**config.mk**
```make
export PLATFORM = sky130hd
export DESIGN_NAME = lm07_reader
export DESIGN_NICKNAME = d
export VERILOG_FILES = /design/src/rtl/lm07_reader.sv
export SDC_FILE = /design/constraint.sdc
export NUM_CORES = 1
export LEC_CHECK = 0
export CAP_MARGIN = 15
export CORE_AREA = 4 4 84 71
export DETAILED_ROUTE_END_ITERATION = 12
export DIE_AREA = 0 0 88 75
export GPL_ROUTABILITY_DRIVEN = 0
export MAX_ROUTING_LAYER = met4
export PLACE_DENSITY = 0.71
export SLEW_MARGIN = 25
export SYNTH_ARGS = -nofsm -noshare
export SYNTH_HDL_FRONTEND = slang
export SYNTH_SLANG_ARGS = --single-unit
```
**constraint.sdc**
```tcl
create_clock -name clk -period 2.1 [get_ports clk]
set_clock_uncertainty 0.1 [all_clocks]
set_input_delay 0.63 -clock clk [delete_from_list [all_inputs] [get_ports clk]]
set_output_delay 0.63 -clock clk [all_outputs]
set_load 0.05 [all_outputs]
```
**src/rtl/lm07_reader.sv**
```systemverilog
// lm07_reader: SPI-style reader that pulls one 16-bit temperature frame from an LM07 sensor per start.
module lm07_reader #(
  parameter int CLK_DIV = 4,
  parameter int CS_GAP = 8
) (
  input  logic        clk,
  input  logic        rst,
  input  logic        start,
  input  logic        sio,
  output logic        cs,
  output logic        sck,
  output logic        busy,
  output logic        data_valid,
  output logic [15:0] temp_raw,
  output logic [8:0]  temp_int
);
  typedef enum logic [1:0] {IDLE, SETUP, SHIFT, GAP} state_t;
  localparam logic [7:0] DIV_MAX = 8'(CLK_DIV - 1);
  localparam logic [7:0] GAP_MAX = 8'(CS_GAP - 1);
  state_t state, state_n;
  logic [7:0] div, div_n;
  logic [4:0] bit_cnt, bit_cnt_n;
  logic [15:0] sr, sr_n, raw_n;
  logic cs_n, sck_n, busy_n, dv_n, div_end;
  assign div_end = div == DIV_MAX;
  assign temp_int = temp_raw[15:7];
  // div doubles as the CS_GAP timer while in GAP
  always_comb begin
    state_n = state;
    div_n = div + 8'd1;
    bit_cnt_n = bit_cnt;
    sr_n = sr;
    raw_n = temp_raw;
    cs_n = cs;
    sck_n = sck;
    busy_n = busy;
    dv_n = 1'b0;
    case (state)
      IDLE: begin
        div_n = '0;
        if (start) begin
          state_n = SETUP;
          cs_n = 1'b0;
          busy_n = 1'b1;
          bit_cnt_n = '0;
        end
      end
      SETUP: if (div_end) begin
        state_n = SHIFT;
        div_n = '0;
        sck_n = 1'b1;
        sr_n = {sr[14:0], sio};
        bit_cnt_n = 5'd1;
      end
      SHIFT: if (div_end) begin
        div_n = '0;
        if (sck) sck_n = 1'b0;
        else if (bit_cnt == 5'd16) begin
          state_n = GAP;
          cs_n = 1'b1;
          dv_n = 1'b1;
          raw_n = sr;
        end else begin
          sck_n = 1'b1;
          sr_n = {sr[14:0], sio};
          bit_cnt_n = bit_cnt + 5'd1;
        end
      end
      GAP: if (div == GAP_MAX) begin
        state_n = IDLE;
        busy_n = 1'b0;
        div_n = '0;
      end
    endcase
  end
  always_ff @(posedge clk) begin
    if (rst) begin
      state <= IDLE;
      div <= '0;
      bit_cnt <= '0;
      sr <= '0;
      temp_raw <= '0;
      cs <= 1'b1;
      sck <= 1'b0;
      busy <= 1'b0;
      data_valid <= 1'b0;
    end else begin
      state <= state_n;
      div <= div_n;
      bit_cnt <= bit_cnt_n;
      sr <= sr_n;
      temp_raw <= raw_n;
      cs <= cs_n;
      sck <= sck_n;
      busy <= busy_n;
      data_valid <= dv_n;
    end
  end
endmodule

```
Word-level counts from Yosys, hierarchy flattened
Cells that the tools add are included.

Output and inout port bits: 29. Input bits: 4. Register bits: 51.

Add/sub/neg operators: 2. Multiplexer cells: 35. Reductions and logical operators: 14. Bitwise logic cells: 3. Eq/ne operators: 13.

Operators by type and width (count): $mux 16 (4); $pmux 16 s2 (1); $mux 5 (5); $pmux 8 s3 (1); $mux 8 (2); $pmux 5 s3 (1); $ne 2x2->1 const B (7); $mux 2 (6); $reduce_and 6->1 (2); $mux 1 (11); $reduce_and 5->1 (2); $add 8x1->8 const B (1); $eq 8x2->1 const B (1); $eq 8x3->1 const B (1); $pmux 2 s4 (1); $pmux 1 s2 (3); $reduce_and 3->1 (2); $reduce_bool 2->1 (3); $add 5x1->5 const B (1); $eq 5x5->1 const B (1); $eq 2x2->1 const B (2); $reduce_and 4->1 (1); $reduce_or 4->1 (1); $not 1->1 (3); other kinds (4) (4).

Longest topological paths before layout
Gate-level depths: netlist of the first run.

Depth after elaboration: 5. Gate-level depth with buffers: 9. Depth with buffers taken out: 6.

Least setup slack after synthesis of the first run
Ideal clock, no wire load.

Kind: register -> register. Start: reg bit_cnt[0]. End: reg temp_raw[10]. Data arrival time: 1.929 ns. Path buffers: 3. Stages on the path, launching flop included: 10. Period minus slack after synthesis: 2.156 ns. Path slack: -0.056 ns. Cell sequence: dfxtp_1 > inv_1 > ha_1 > or4bb_1 > clkbuf_1 > nor4b_2 > buf_4 > buf_6 > mux2i_1 > nor2_1.

Word-level cells in the longest chain between the ends: 2.

RTL lines: start: declaration (line 22) `logic [4:0] bit_cnt, bit_cnt_n;`; start signal: assignment (line 90) `bit_cnt <= bit_cnt_n;`; $eq 5x5->1 (line 58) `else if (bit_cnt == 5'd16) begin`; $reduce_and 4->1 (no source line); end signal: assignment (line 92) `temp_raw <= raw_n;`; end: declaration (line 14) `output logic [15:0] temp_raw,`.

Every way passes these cells. A chain may end at the register's enable or synchronous reset.

Worst setup path in the final report of the first run
Start: reg bit_cnt[1]. End: reg temp_raw[9].

Same word-level chain as after synthesis.

==> impl_metrics.tcl, run 1 <==
set metrics [dict create \
    run_status "finished clean" \
    dp_cells 353 \
    min_period_ns 2.05 \
    maxCapViolations 0 \
    fp.coreArea_um2 5190 \
    grt_usage_pct 16.4 \
    tightestPinTransition_ns 0.354 \
    critical-path-top-delay-family "simple AND/OR/NAND/NOR gates" \
    ys_warn_count 0 \
    htreeDepth 2 \
    rsz0062_at_grt "yes" \
    cp.required_ns 2.20 \
    synth_cell_types 44 \
    drive_above_1_share_pct 26.2 \
    async_reset_ff_share_pct 0 \
    ys.flop_type "dfxtp_1" \
    antenna_found_initial 0 \
    power.density_nw_per_um2 939 \
    end_kind "flip-flop" \
    synth_edf_count 0 \
    relSlewSlack_pct 76.4 \
    n_antenna_cell 0 \
    portBuffers 32 \
    grt_first_pass_wirelength_um 8360 \
    cts_tree "built" \
    leakage_nw 1.10 \
    hold_viol 0 \
    wire_per_inst_um 14.2 \
    grt_max_degree 37 \
    grt_overflow 0 \
    nNetsFinal 312 \
    firstDrtPassIters 5 \
    worst-path-buf-inv 3 \
    yosys_register_bits 51 \
    avgSynthCellArea_um2 8.95 \
    syn_to_final_growth_pct 27.2 \
    drt-total-wl_um 5180 \
    critPathMaxStageDelay_ns 0.50 \
    detail-route-antenna-nets 0 \
    start_util_pct 45.0 \
    seq_area_frac_synth_pct 43.7 \
    fp.dieArea_um2 6600 \
    fin_crit_sh_pct 97.5 \
    arrival_ns 2.15 \
    cts_num_sinks 51 \
    ios 33 \
    viasPerCell 5.39 \
    syn_nets 273 \
    fp.dieW_um 88 \
    cp-start-kind "flip-flop" \
    grt_pass1_vias 1717 \
    worst-path-max-fanout 6 \
    postSynthCellCount 261 \
    place_hpwl_um 3370 \
    clkTransAtPathRegs_ns 0.09 \
    cts_buffer_depth 2 \
    crit_type "reg -> reg" \
    numCtsBuffers 5 \
    via_count 1973 \
    core.rowCount 24 \
    clockRootBuffer "clkbuf_8" \
    finalSetupTns_ns 0 \
    first_iter_violations 251 \
    ctsHoldBuffers 0 \
    stdcell_count 366 \
    min_path_type "reg -> reg" \
    max_freq_mhz 489 \
    synth_area_um2 2340 \
    nFillCells 465 \
    setup_viol 0 \
    cpMaxStageDelayCell "or4bb_4" \
    die_h_um 75 \
    slew_viol_final 0 \
    drc 0 \
    clk_latency_ns 0.31 \
    cp_cell_sequence "inv_2, ha_4, or4bb_4, nor4b_4, buf_6, buf_12, mux2i_2, nor2_1" \
    ir_worst_vdd_v 0.000500 \
]
-- cells by family after synthesis --
logic type	share of synthesized area [%]
muxes	8.14
buffers and inverters	7.55
AOI/OAI and AO/OA	14.5
adders and majority gates	4.28
xor gates and xnor gates	2.25
DFF	43.7
and+or+nand+nor	19.6
-- power by group --
part | internal [W] | switching (W) | leakage [nW] | total [W]
clock | 0.000475 | 0.000335 | 0.0644 | 0.000811
combinational | 0.000391 | 0.000547 | 0.627 | 0.000938
sequential | 0.00101 | 0.0000362 | 0.413 | 0.00104
total | 0.00187 | 0.000919 | 1.10 | 0.00279
-- stage by stage --
stage / cell area, um2 / worst slack (ns) / power, W / util [%] / hold WS (ns)
2_1_floorplan: 2360 / 0.0412 / 0.00161 / - / 0.316
3_3_place_gp: 2730 / -0.0364 / 0.00191 / 52.5 / 0.328
3_5_place_dp: 2730 / -0.0779 / 0.00192 / 52.5 / 0.336
4_1_cts: 2870 / 0.0123 / 0.00273 / 55.2 / 0.356
5_1_grt: 2970 / -0.0277 / 0.00294 / 57.2 / 0.383
6_report: 2970 / 0.0535 / 0.00279 / 57.2 / 0.355
-- state kept, by name, summed over array words and instances (netlist names) --
name,count
sr,16
sck,1
data_valid,1
temp_raw,16
state,2
bit_cnt,5
busy,1
cs,1
div,8
-- timing repair --
action,CTS,global route
endpoints found under the setup margin,0,42
gates resized for setup,0,17
setup buffers,0,3
-- routing by layer --
metal	GRT usage, %	vias to the layer above	routed length [um]
met5	-	-	0
met4	4.60	0	63
met3	3.50	7	216
met2	24.2	47	2380
met1	22.8	926	2520
li1	-	993	-
-- cell usage after synthesis, types with 2 or more instances --
master    count  area, um2
nand3_1      22        110
nand2b_1      6       37.5
xnor2_1       2       17.5
nor3_1        3       15.0
ha_1          8        100
a21oi_1      21        105
a211oi_1      3       22.5
or3_1         2       12.5
nor2b_1       3       18.8
mux2i_1      19        190
dfxtp_1      51       1020
inv_1         8       30.0
or4_1         2       15.0
buf_4        10       75.1
nand2_1       5       18.8
clkbuf_1     12       45.0
a32oi_1       2       17.5
nand4_1       2       12.5
o21ai_0      20        100
xor2_1        4       35.0
nand4b_1      2       17.5
and3_1        3       18.8
o211ai_1      2       15.0
buf_2         3       15.0
nor2_1       27        101
-- worst paths after layout --
path,cells past startpoint,slack (ns),startpoint,to
setup reg to reg,8,0.05,bit_cnt[1]$_SDFFE_PP0P_,temp_raw[9]$_SDFFE_PP0P_
hold / removal,1,0.35,div[0]$_SDFF_PP0_,div[0]$_SDFF_PP0_
hold reg to reg,1,0.35,div[0]$_SDFF_PP0_,div[0]$_SDFF_PP0_
setup / recovery,8,0.05,bit_cnt[1]$_SDFFE_PP0P_,temp_raw[9]$_SDFFE_PP0P_
-- layout make-up --
cell class	count	area, um2	share of cell area [%]
Tap cell	65	81.3	2.73
Clock buffer	5	68.8	2.31
Clock inverter	3	67.6	2.27
Inverter	8	30.0	1.01
Timing Repair Buffer	58	505	17.0
Sequential cell	51	1020	34.4
Multi-Input combinational cell	176	1200	40.3
-- cells in the final DEF, fill, tap and decap left out, drive strengths merged, types with 2 or more instances in the layout --
| cell type | n |
|---|---|
| buf | 53 |
| dfxtp | 51 |
| nor2 | 27 |
| nand3 | 22 |
| a21oi | 21 |
| o21ai | 20 |
| mux2i | 19 |
| inv | 8 |
| ha | 8 |
| clkbuf | 7 |
| nand2b | 6 |
| nand2 | 5 |
| xor2 | 4 |
| nor2b | 3 |
| a211oi | 3 |
| nor3 | 3 |
| and3 | 3 |
| clkdlybuf4s50 | 3 |
| or3 | 2 |
| nand4 | 2 |
| o211ai | 2 |
| nand4b | 2 |
| a32oi | 2 |
| xnor2 | 2 |
| bufinv | 2 |
| or4 | 2 |
| or2 | 2 |
| nor4b | 2 |
Note: power is estimated with default switching activity, not from simulation.
==> run 2, diff against run 1 <==
Settings changed: CAP_MARGIN 15 to not set.
==> results of run 2 <==
The final DEF is identical to that of run 1; final timing and power are the same.
